===== config.mk =====
export PLATFORM = sky130hd
export DESIGN_NAME = rr_grant_scheduler_8
export DESIGN_NICKNAME = d
export VERILOG_FILES = /design/src/rtl/rr_grant_scheduler_8.sv
export SDC_FILE = /design/constraint.sdc
export NUM_CORES = 1
export LEC_CHECK = 0
export ABC_AREA = 1
export CAP_MARGIN = 25
export CORE_ASPECT_RATIO = 0.7
export CORE_MARGIN = 2
export CORE_UTILIZATION = 50
export DETAILED_ROUTE_END_ITERATION = 10
export GPL_ROUTABILITY_DRIVEN = 0
export PLACE_DENSITY = 0.76
export SLEW_MARGIN = 20
export SYNTH_ARGS = -nofsm -noshare
export SYNTH_HDL_FRONTEND = slang
export SYNTH_SLANG_ARGS = --single-unit

===== constraint.sdc =====
create_clock -name clk -period 2.4 [get_ports clk]
set_input_delay 0.72 -clock clk [delete_from_list [all_inputs] [get_ports clk]]
set_output_delay 0.72 -clock clk [all_outputs]
set_load 0.005 [all_outputs]

===== src/rtl/rr_grant_scheduler_8.sv =====
// Round-robin scheduler for one resource shared by 8 requesters.
// Grant is held while the winner keeps requesting, optionally capped at
// MAX_HOLD cycles; every release leaves one idle cycle before re-arbitration.
module rr_grant_scheduler_8 #(
  parameter int MAX_HOLD = 4
) (
  input  logic       clk,
  input  logic       rst,
  input  logic       en,
  input  logic [7:0] req,
  output logic [7:0] grant,
  output logic [2:0] grant_idx,
  output logic       grant_valid,
  output logic       timeout
);

  typedef enum logic {S_IDLE, S_GRANT} state_t;

  // Hold limit expressed as the hcnt value seen on the revoke edge.
  localparam logic [7:0] LP_LIM     = (MAX_HOLD == 0) ? 8'd0 : 8'(MAX_HOLD - 1);
  localparam bit         LP_LIMITED = (MAX_HOLD != 0);

  state_t     r_state;
  logic [2:0] r_ptr;
  logic [7:0] r_hcnt;
  logic [7:0] r_grant;
  logic [2:0] r_grant_idx;
  logic       r_grant_valid;
  logic       r_timeout;

  logic       w_found;
  logic [2:0] w_pick;
  logic       w_req_k;
  logic       w_limit;

  assign grant       = r_grant;
  assign grant_idx   = r_grant_idx;
  assign grant_valid = r_grant_valid;
  assign timeout     = r_timeout;

  assign w_req_k = req[r_grant_idx];
  assign w_limit = LP_LIMITED && (r_hcnt == LP_LIM);

  // Circular priority search starting at r_ptr; scanning the offsets downward
  // lets the smallest offset with a request win.
  always_comb begin
    logic [2:0] v_idx;
    w_found = 1'b0;
    w_pick  = r_ptr;
    v_idx   = r_ptr;
    for (int i = 7; i >= 0; i--) begin
      v_idx = r_ptr + 3'(i);
      if (req[v_idx]) begin
        w_found = 1'b1;
        w_pick  = v_idx;
      end
    end
  end

  // Scheduler FSM: arbitrate in IDLE, hold / release / time out in GRANT.
  always_ff @(posedge clk) begin
    if (rst) begin
      r_state       <= S_IDLE;
      r_ptr         <= 3'd0;
      r_hcnt        <= 8'd0;
      r_grant       <= 8'h00;
      r_grant_idx   <= 3'd0;
      r_grant_valid <= 1'b0;
      r_timeout     <= 1'b0;
    end else begin
      r_timeout <= 1'b0;
      case (r_state)
        S_IDLE: begin
          if (en && w_found) begin
            r_grant_idx   <= w_pick;
            r_grant       <= 8'(1) << w_pick;
            r_grant_valid <= 1'b1;
            r_hcnt        <= 8'd0;
            r_state       <= S_GRANT;
          end
        end
        S_GRANT: begin
          if (!w_req_k || w_limit) begin
            // Voluntary release takes precedence, so timeout only fires
            // when the requester is still asking at the limit.
            r_timeout     <= w_req_k;
            r_grant       <= 8'h00;
            r_grant_valid <= 1'b0;
            r_grant_idx   <= 3'd0;
            r_ptr         <= r_grant_idx + 3'd1;
            r_state       <= S_IDLE;
          end else if (r_hcnt != 8'hFF) begin
            r_hcnt <= r_hcnt + 8'd1;
          end
        end
        default: r_state <= S_IDLE;
      endcase
    end
  end

endmodule


[Word-level counts from Yosys, hierarchy flattened]
Cells that the tools add are included.
Storage, ports and cells
  logic and storage cells: 91
  output and inout port bits: 13
  input port bits: 11
  bits in registers: 25
Cells by class
  equality and inequality tests: 6
  bitwise gates (word level): 2
  shift-type cells: 1
  reduce and logical (&&, ||, !) cells: 7
  muxes and demuxes: 50
  order comparisons: 9
  add/sub/neg operators: 9
Operators with widths (number)
  $mux W8: 5
  $lt A3 B4 Y1 const B: 9
  $pmux W8 S2: 2
  $mux W3: 10
  $bmux W1 S3: 9
  $mux W1: 21
  $add A3 B3 Y3 const B: 4
  $add A8 B1 Y8 const B: 1
  $eq A8 B2 Y1 const B: 1
  $ne A8 B8 Y1 const B: 1
  $shl A1 B3 Y8 const A: 1
  $add A3 B1 Y3 const B: 2
  $add A3 B2 Y3 const B: 2
  $pmux W3 S2: 1
  $ne A2 B1 Y1 const B: 2
  $ne A2 B2 Y1 const B: 2
  $pmux W1 S2: 2
  $reduce_and A2 Y1: 2
  $reduce_and A3 Y1: 1
  $reduce_or A3 Y1: 1
  $not A1 Y1: 2
  $logic_and A1 B1 Y1: 1
  $logic_not A1 Y1: 1
  $logic_or A1 B1 Y1: 1

[Depth between registers and ports, before layout]
Gate-level depths: netlist of run 1.
  depth in word-level cells: 14
  gate-level depth with buffers: 23

[Worst setup path before layout of run 1]
Ideal clock, no wire load.
  path kind: reg2reg
  start point: reg r_ptr[0]
  end point: reg r_grant[6], in the netlist grant[6]
  path buffers: 2
  stages on the path, launching flop included: 17
  required time: 2272 ps
  library setup time: 128 ps
  period minus slack after synthesis: 2422 ps
  path slack: -22 ps
  arrival time: 2294 ps
  cell sequence: dfxtp_1 > buf_6 > inv_2 > buf_6 > ha_1 > inv_1 > nand3_1 > nand3_1 > nand2_1 > nor2_2 > nand3_2 > o211ai_4 > a21oi_1 > nand2_1 > nor2_1 > nor2_1 > nor2_1
On the way
  cells in the longest elaborated chain, start to end: 14
  elaborated cells on any way between the ends: 45
RTL lines
  start, declared: line 24  | logic [2:0] r_ptr;
  start signal, assigned: line 90  | r_ptr <= r_grant_idx + 3'd1;
  $add A3 B3 Y3: line 52  | v_idx = r_ptr + 3'(i);
  $bmux W1 S3: line 53  | if (req[v_idx]) begin
  $mux W1 (not written as such): line 53
  $mux W3 or $mux W1 (tied branches) (8 in series): line 53
  $shl A1 B3 Y8 or $logic_and A1 B1 Y1 (tied branches): line 76, 74
  $mux W8 or $ne A2 B2 Y1 (tied branches)
  $pmux W8 S2 or $reduce_and A2 Y1 (tied branches)
  end signal, assigned: line 76  | r_grant <= 8'(1) << w_pick;
  end, declared: line 26  | logic [7:0] r_grant;
Parallel ways exist; a longest one is shown, timed or not. The select of a mux whose other input is x is not followed.
A chain may end at the register's enable or synchronous reset.

[Final worst setup path of run 1]
  start point: in req[7]
  end point: reg r_hcnt[0]
On the way
  cells in the longest elaborated chain, start to end: 13
  elaborated cells on any way between the ends: 32
RTL lines
  start, declared: line 10  | input logic [7:0] req,
  $bmux W1 S3: line 53
  $mux W1 (not written as such): line 53
  $mux W1 (8 in series): line 53
  $logic_and A1 B1 Y1: line 74  | if (en && w_found) begin
  $ne A2 B2 Y1 (no line)
  $reduce_and A3 Y1 (no line) *
  end signal, assigned: line 93  | r_hcnt <= r_hcnt + 8'd1;
  end, declared: line 25  | logic [7:0] r_hcnt;
Mark *: on every way between the ends. The rest lies on a longest branch, timed or not. The select of a mux whose other input is x is not followed.

==> qor.yml, run 1 <==
outcome: "complete, no violations"
synth-seq-cells: 25
area_delta_synth_final_pct: 40.7
synthTopCellsByCount: "nand2_1 (71), nand3_1 (51), nor2_1 (46)"
design.die.area_mm2: 0.00421
swShare: 0.434
rr_startpoint: "r_ptr[0]"
clk_latency_ps: 270
die_w_um: 76.7
reg2reg_depth: 13
hp-start: "grant_valid"
clockPowerShare: 0.141
avgSynthCellArea_um2: 6.13
timing.rr.end: "r_hcnt[0]"
max_slew.worst_pin.slew_ps: 378
period_minus_slack_ps: 2340
yosysMostFrequentCell: "nand2_1"
num_vias: 2151
drc: 0
critical_path_class: "in2reg"
drive_gt1_frac: 0.298
postLayoutCoreUtil: 0.736
portBuffers: 23
vias_per_cell: 5.35
yosysUniqueCellTypes: 30
io_pins: 24
reg2reg_slack_ps: 140
fp-row-count: 18
synth_edf_count: 0
grt_max_degree: 23
drtPass1Iterations: 5
p_switching_w: 0.000771
cp.arrival_ps: 2500
cp-start-kind: "input port"
synth_flop_cell: "dfxtp_1"
worstPathRequired_ps: 2560
drt_iter0_drc: 142
synth.net_count: 317
hold_buffers: 0
drt-total-wl_um: 5430
combPwrFrac: 0.585
grt_pass1_vias: 1836
grt_pass1_wl_um: 8470
grt_antenna_before_repair: 0
yosysWarnings: 0
finalMaxSlewViolations: 0
synth_top_area_cell: "dfxtp_1"
hold_path_depth: 2
final.setup.worst_slack_ps: 60.4
slew_headroom: 0.746
clk_path_buf_depth: 2
cts_tree: "done"
finalClockSkew_ps: 8.43
n_fill_cell: 278
overflow: 0
hold_path_end: "grant_valid"
pre_cts_ws_ps: -407
clk_pin_slew_ps: 80
coreArea_mm2: 0.00354
drtAntennaViolNets: 0
nets: 368
min_path_type: "reg2reg"
post_drt_wl_per_cell_um: 13.5
internal-power_w: 0.00101
dp_hpwl_um: 3740
power_leakage_nw: 1.12
fp.dieH_um: 54.9
netlist_area_mm2: 0.00185
root_buffer: "clkbuf_8"
finalSetupViolCount: 0
netlist_instances: 302
synthArstFlopShare: 0
fmax_mhz: 427
antenna_cells: 0
fin_crit_sh: 0.975
finalHoldViolations: 0
rsz0062_at_grt: "true"
p_per_area_mw_per_mm2: 682
numCtsBuffers: 3
track_usage: 0.253
ys_seq_area_frac: 0.270
cap_viol_max_count: 0
vdd_drop_max_v: 0.000462
initial_utilization: 0.523
path_max_fanout: 5
clkSinkCount: 25
cp-end-kind: "flop"
synth_top_area_frac: 0.270
htree_num_levels: 1
p_seq_frac: 0.274
synthTopCellsByArea: "dfxtp_1 (27%), nand2_1 (14%), nand3_1 (14%)"
## state kept, by name, indices dropped and copies added (netlist names)
signal       count
r_ptr            3
grant            8
grant_valid      1
r_state          1
grant_idx        3
r_hcnt           8
timeout          1
## worst max-delay path, stage by stage
cell and delay, ps:
clkdlybuf4s15_1 240, nand2_2 130, nand3_1 130, nand2_1 90
nor2_1 60, inv_2 70, nand2_2 80, nor2_4 90
nand3_2 80, o211ai_4 340, nand2_4 140, buf_12 160
nand3b_1 90, a21oi_2 60
## stage by stage
step,power (W),cells,area (um^2),hold WS [ps],TNS [ps]
floorplan,0.00104,302,1850,458,0
global placement,0.00132,392,2280,455,-7190
detailed placement,0.00133,392,2280,451,-7870
CTS,0.00166,401,2430,471,0
global route,0.00191,402,2600,517,-301
finish,0.00178,402,2600,470,0
## worst max-delay path by stage
stage	start	endpoint	slack [ps]
floorplan	r_ptr[0]	grant[6]	1
global placement	req[3]	grant_idx[1]	-380
detailed placement	req[3]	r_hcnt[2]	-410
CTS	r_ptr[0]	r_hcnt[2]	20
global route	req[7]	r_hcnt[0]	-70
finish	req[7]	r_hcnt[0]	60
## power by group through the flow
stage / sequential (W) / clock, W / combinational [W]
floorplan: 0.000484 / 0 / 0.000551
global placement: 0.000491 / 0 / 0.000830
detailed placement: 0.000493 / 0 / 0.000841
CTS: 0.000484 / 0.000259 / 0.000920
global route: 0.000491 / 0.000277 / 0.00114
finish: 0.000486 / 0.000251 / 0.00104
## layer usage
| layer | up-vias | GRT usage | wire [um] |
|---|---|---|---|
| met5 | - | 0 | 0 |
| met4 | 0 | 0.0273 | 47 |
| met3 | 6 | 0.0438 | 340 |
| met2 | 85 | 0.396 | 2360 |
| met1 | 982 | 0.377 | 2670 |
| li1 | 1078 | - | - |
## cells in the final DEF, fill, tap and decap left out, types with 2 or more instances in the layout
cell type and count:
nand2_1 56, nor2_1 46, buf_4 29, nand3_1 28
inv_1 25, nand2_2 24, nand3_2 24, dfxtp_1 23
a21oi_1 18, clkdlybuf4s50_1 15, o21ai_0 7, inv_2 5
dlygate4sd2_1 5, xor2_1 4, a21oi_2 4, nand4_1 3
clkbuf_8 3, nor2_4 2, mux2i_1 2, nand2_4 2
nor3_1 2, xnor2_1 2, ha_1 2, ha_4 2
clkdlybuf4s15_1 2, dfxtp_2 2
## area by class of cell
type | count | area (um^2) | area share
Clock buffer | 4 | 45.0 | 0.0173
Inverter | 32 | 123 | 0.0471
Multi-Input combinational cell | 238 | 1410 | 0.543
Sequential cell | 25 | 503 | 0.193
Tap cell | 50 | 62.6 | 0.0240
Timing Repair Buffer | 53 | 457 | 0.175
## cell families after synthesis
group	after synthesis	share of synthesized area
AOI/OAI and AO/OA	34	0.108
and+or+nand+nor	190	0.458
muxes	2	0.0108
DFF	25	0.270
buffers and inverters	39	0.0886
adders and majority gates	4	0.0270
xor gates and xnor gates	8	0.0379
## repair_timing
item	in CTS	in global routing
buffers inserted	5	1
pin swaps	8	6
gates cloned	0	0
gates resized for setup	23	44
setup endpoints to repair	19	21
No activity file was read; power rests on OpenSTA's default activity.
==> run 2: changes to the inputs <==
CAP_MARGIN = unset   (was 25)
SETUP_SLACK_MARGIN = 0.15   (was unset)
==> qor.yml, run 2 (synthesized netlist as in run 1, its figures left out) <==
slew_headroom: 0.616  # was 0.746
coreArea_mm2: 0.00354  # unchanged
drt_iter0_drc: 331  # was 142
grt_pass1_vias: 1851  # was 1836
postLayoutCoreUtil: 0.776  # was 0.736
power_leakage_nw: 1.17  # was 1.12 nW
drc: 0  # unchanged
hold_path_end: "grant_valid"  # unchanged
drive_gt1_frac: 0.358  # was 0.298
fmax_mhz: 433  # was 427 MHz
p_per_area_mw_per_mm2: 699  # was 682 mW/mm^2
worstPathRequired_ps: 2560  # about the same
min_path_type: "reg2reg"  # unchanged
htree_num_levels: 1  # unchanged
path_max_fanout: 6  # was 5
track_usage: 0.247  # was 0.253
portBuffers: 23  # unchanged
critical_path_class: "reg2reg"  # was in2reg
n_fill_cell: 249  # was 278
cp-end-kind: "flop"  # unchanged
numCtsBuffers: 3  # unchanged
finalSetupViolCount: 0  # unchanged
clk_pin_slew_ps: 90  # was 80 ps
reg2reg_depth: 18  # was 13
grt_pass1_wl_um: 8340  # was 8470 um
cts_tree: "done"  # unchanged
finalSetupTns_ps: 0  # unchanged
dp_hpwl_um: 3830  # was 3740 um
initial_utilization: 0.523  # unchanged
overflow: 0  # unchanged
grt_antenna_before_repair: 0  # unchanged
hold_path_depth: 2  # unchanged
nets: 374  # was 368
clk_path_buf_depth: 2  # unchanged
post_drt_wl_per_cell_um: 15.4  # was 13.5 um
design.die.area_mm2: 0.00421  # unchanged
drt-total-wl_um: 6290  # was 5430 um
outcome: "complete, no violations"  # unchanged
area_delta_synth_final_pct: 48.2  # was 40.7%
period_minus_slack_ps: 2310  # was 2340 ps
fp-row-count: 18  # unchanged
finalClockSkew_ps: 1.51  # was 8.43 ps
reg2reg_slack_ps: 90  # was 140 ps
drtPass1Iterations: 5  # unchanged
antenna_cells: 0  # unchanged
vias_per_cell: 5.78  # was 5.35
max_slew.worst_pin.slew_ps: 572  # was 378 ps
vdd_drop_max_v: 0.000412  # was 0.000462 V
cp.arrival_ps: 2470  # was 2500 ps
clk_latency_ps: 270  # about the same
p_total_w: 0.00192  # was 0.00178 W
hold_slack_ps: 471  # was 470 ps
num_vias: 2360  # was 2151
hold_buffers: 0  # unchanged
grt_max_degree: 23  # unchanged
hp-start: "grant_valid"  # unchanged
timing.rr.end: "grant[2]"  # was r_hcnt[0]
fin_crit_sh: 0.963  # was 0.975
layout_common_cells: "nand2_1 (51), nor2_1 (42), buf_4 (30), nand3_1 (26)"  # was nand2_1 (56), nor2_1 (46), buf_4 (29), nand3_1 (28), inv_1 (25)
cap_viol_max_count: 0  # unchanged
root_buffer: "clkbuf_8"  # unchanged
clkSinkCount: 25  # unchanged
rr_startpoint: "r_ptr[0]"  # unchanged
fp.dieH_um: 54.9  # unchanged
finalMaxSlewViolations: 0  # unchanged
final_common_cell: "nand2_1"  # unchanged
finalHoldViolations: 0  # unchanged
rsz0062_at_grt: "true"  # unchanged
io_pins: 24  # unchanged
die_w_um: 76.7  # unchanged
drtAntennaViolNets: 0  # unchanged
cp-start-kind: "flop"  # was input port
-- run 2: through the flow --
stage	cells	instance area, um^2	setup slack [ps]
2_1_floorplan	302	1870	169
3_3_place_gp	395	2320	-404
3_5_place_dp	395	2320	-401
4_1_cts	402	2420	151
5_1_grt	408	2740	-24.0
6_report	408	2740	88.2
-- run 2: power breakdown --
part	internal, W	leakage, nW	total, W	switching (W)
clock	0.000119	0.0228	0.000252	0.000133
combinational	0.000466	0.945	0.00118	0.000713
sequential	0.000450	0.205	0.000485	0.0000353
-- run 2: what timing repair did --
| item | CTS | global route |
|---|---|---|
| endpoints found under the setup margin | 21 | 19 |
| pin swaps | 9 | 31 |
| setup buffers | 2 | 6 |
| gates resized for setup | 16 | 89 |
| gates cloned | 1 | 0 |
-- run 2: layer usage --
metal,share of wire,global-route usage,up-vias
li1,-,-,1099
met2,0.42,0.380,162
met4,0.020,0.0242,0
met5,0,0,-
met1,0.45,0.367,1070
met3,0.11,0.0519,29
-- run 2: how the worst max path moves through the flow --
stage	slack [ps]	endpoint	cells after the start	startpoint
final	90	grant[2]	18	r_ptr[0]
after global routing	-20	grant[7]	18	r_ptr[0]
after CTS	150	r_hcnt[2]	15	r_ptr[0]
after detailed placement	-400	grant_idx[1]	12	req[3]
after global placement	-400	grant_idx[1]	12	req[3]
after floorplan	170	grant[6]	16	r_ptr[0]
-- run 2: final cells by class --
type                    count  area (um^2)  share of cell area
clock buffers               4         45.0              0.0164
multi-input cells         239         1520               0.554
flip-flops and latches     25          509               0.186
well taps                  50         62.6              0.0228
inverters                  32          125              0.0456
repair buffers             58          480               0.175
-- run 2: critical path, stage by stage (launching register included) --
cell,delay (ps)
dfxtp_2,370
inv_2,60
ha_4,360
nand3_2,130
nand3_2,110
nand2_1,80
buf_4,140
a21oi_1,140
nand2_1,100
nand2_1,70
nand3_1,70
nand2_1,60
nand2_1,60
nand2_2,90
nand2_2,80
nand2_1,100
nor2_1,50
nor2_1,80
nor2_1,40
==> run 3: changes to the inputs <==
SLEW_MARGIN = 10   (was 20)
==> results of run 3 <==
Same layout as run 2: the final DEF is identical, and so are final timing and power.
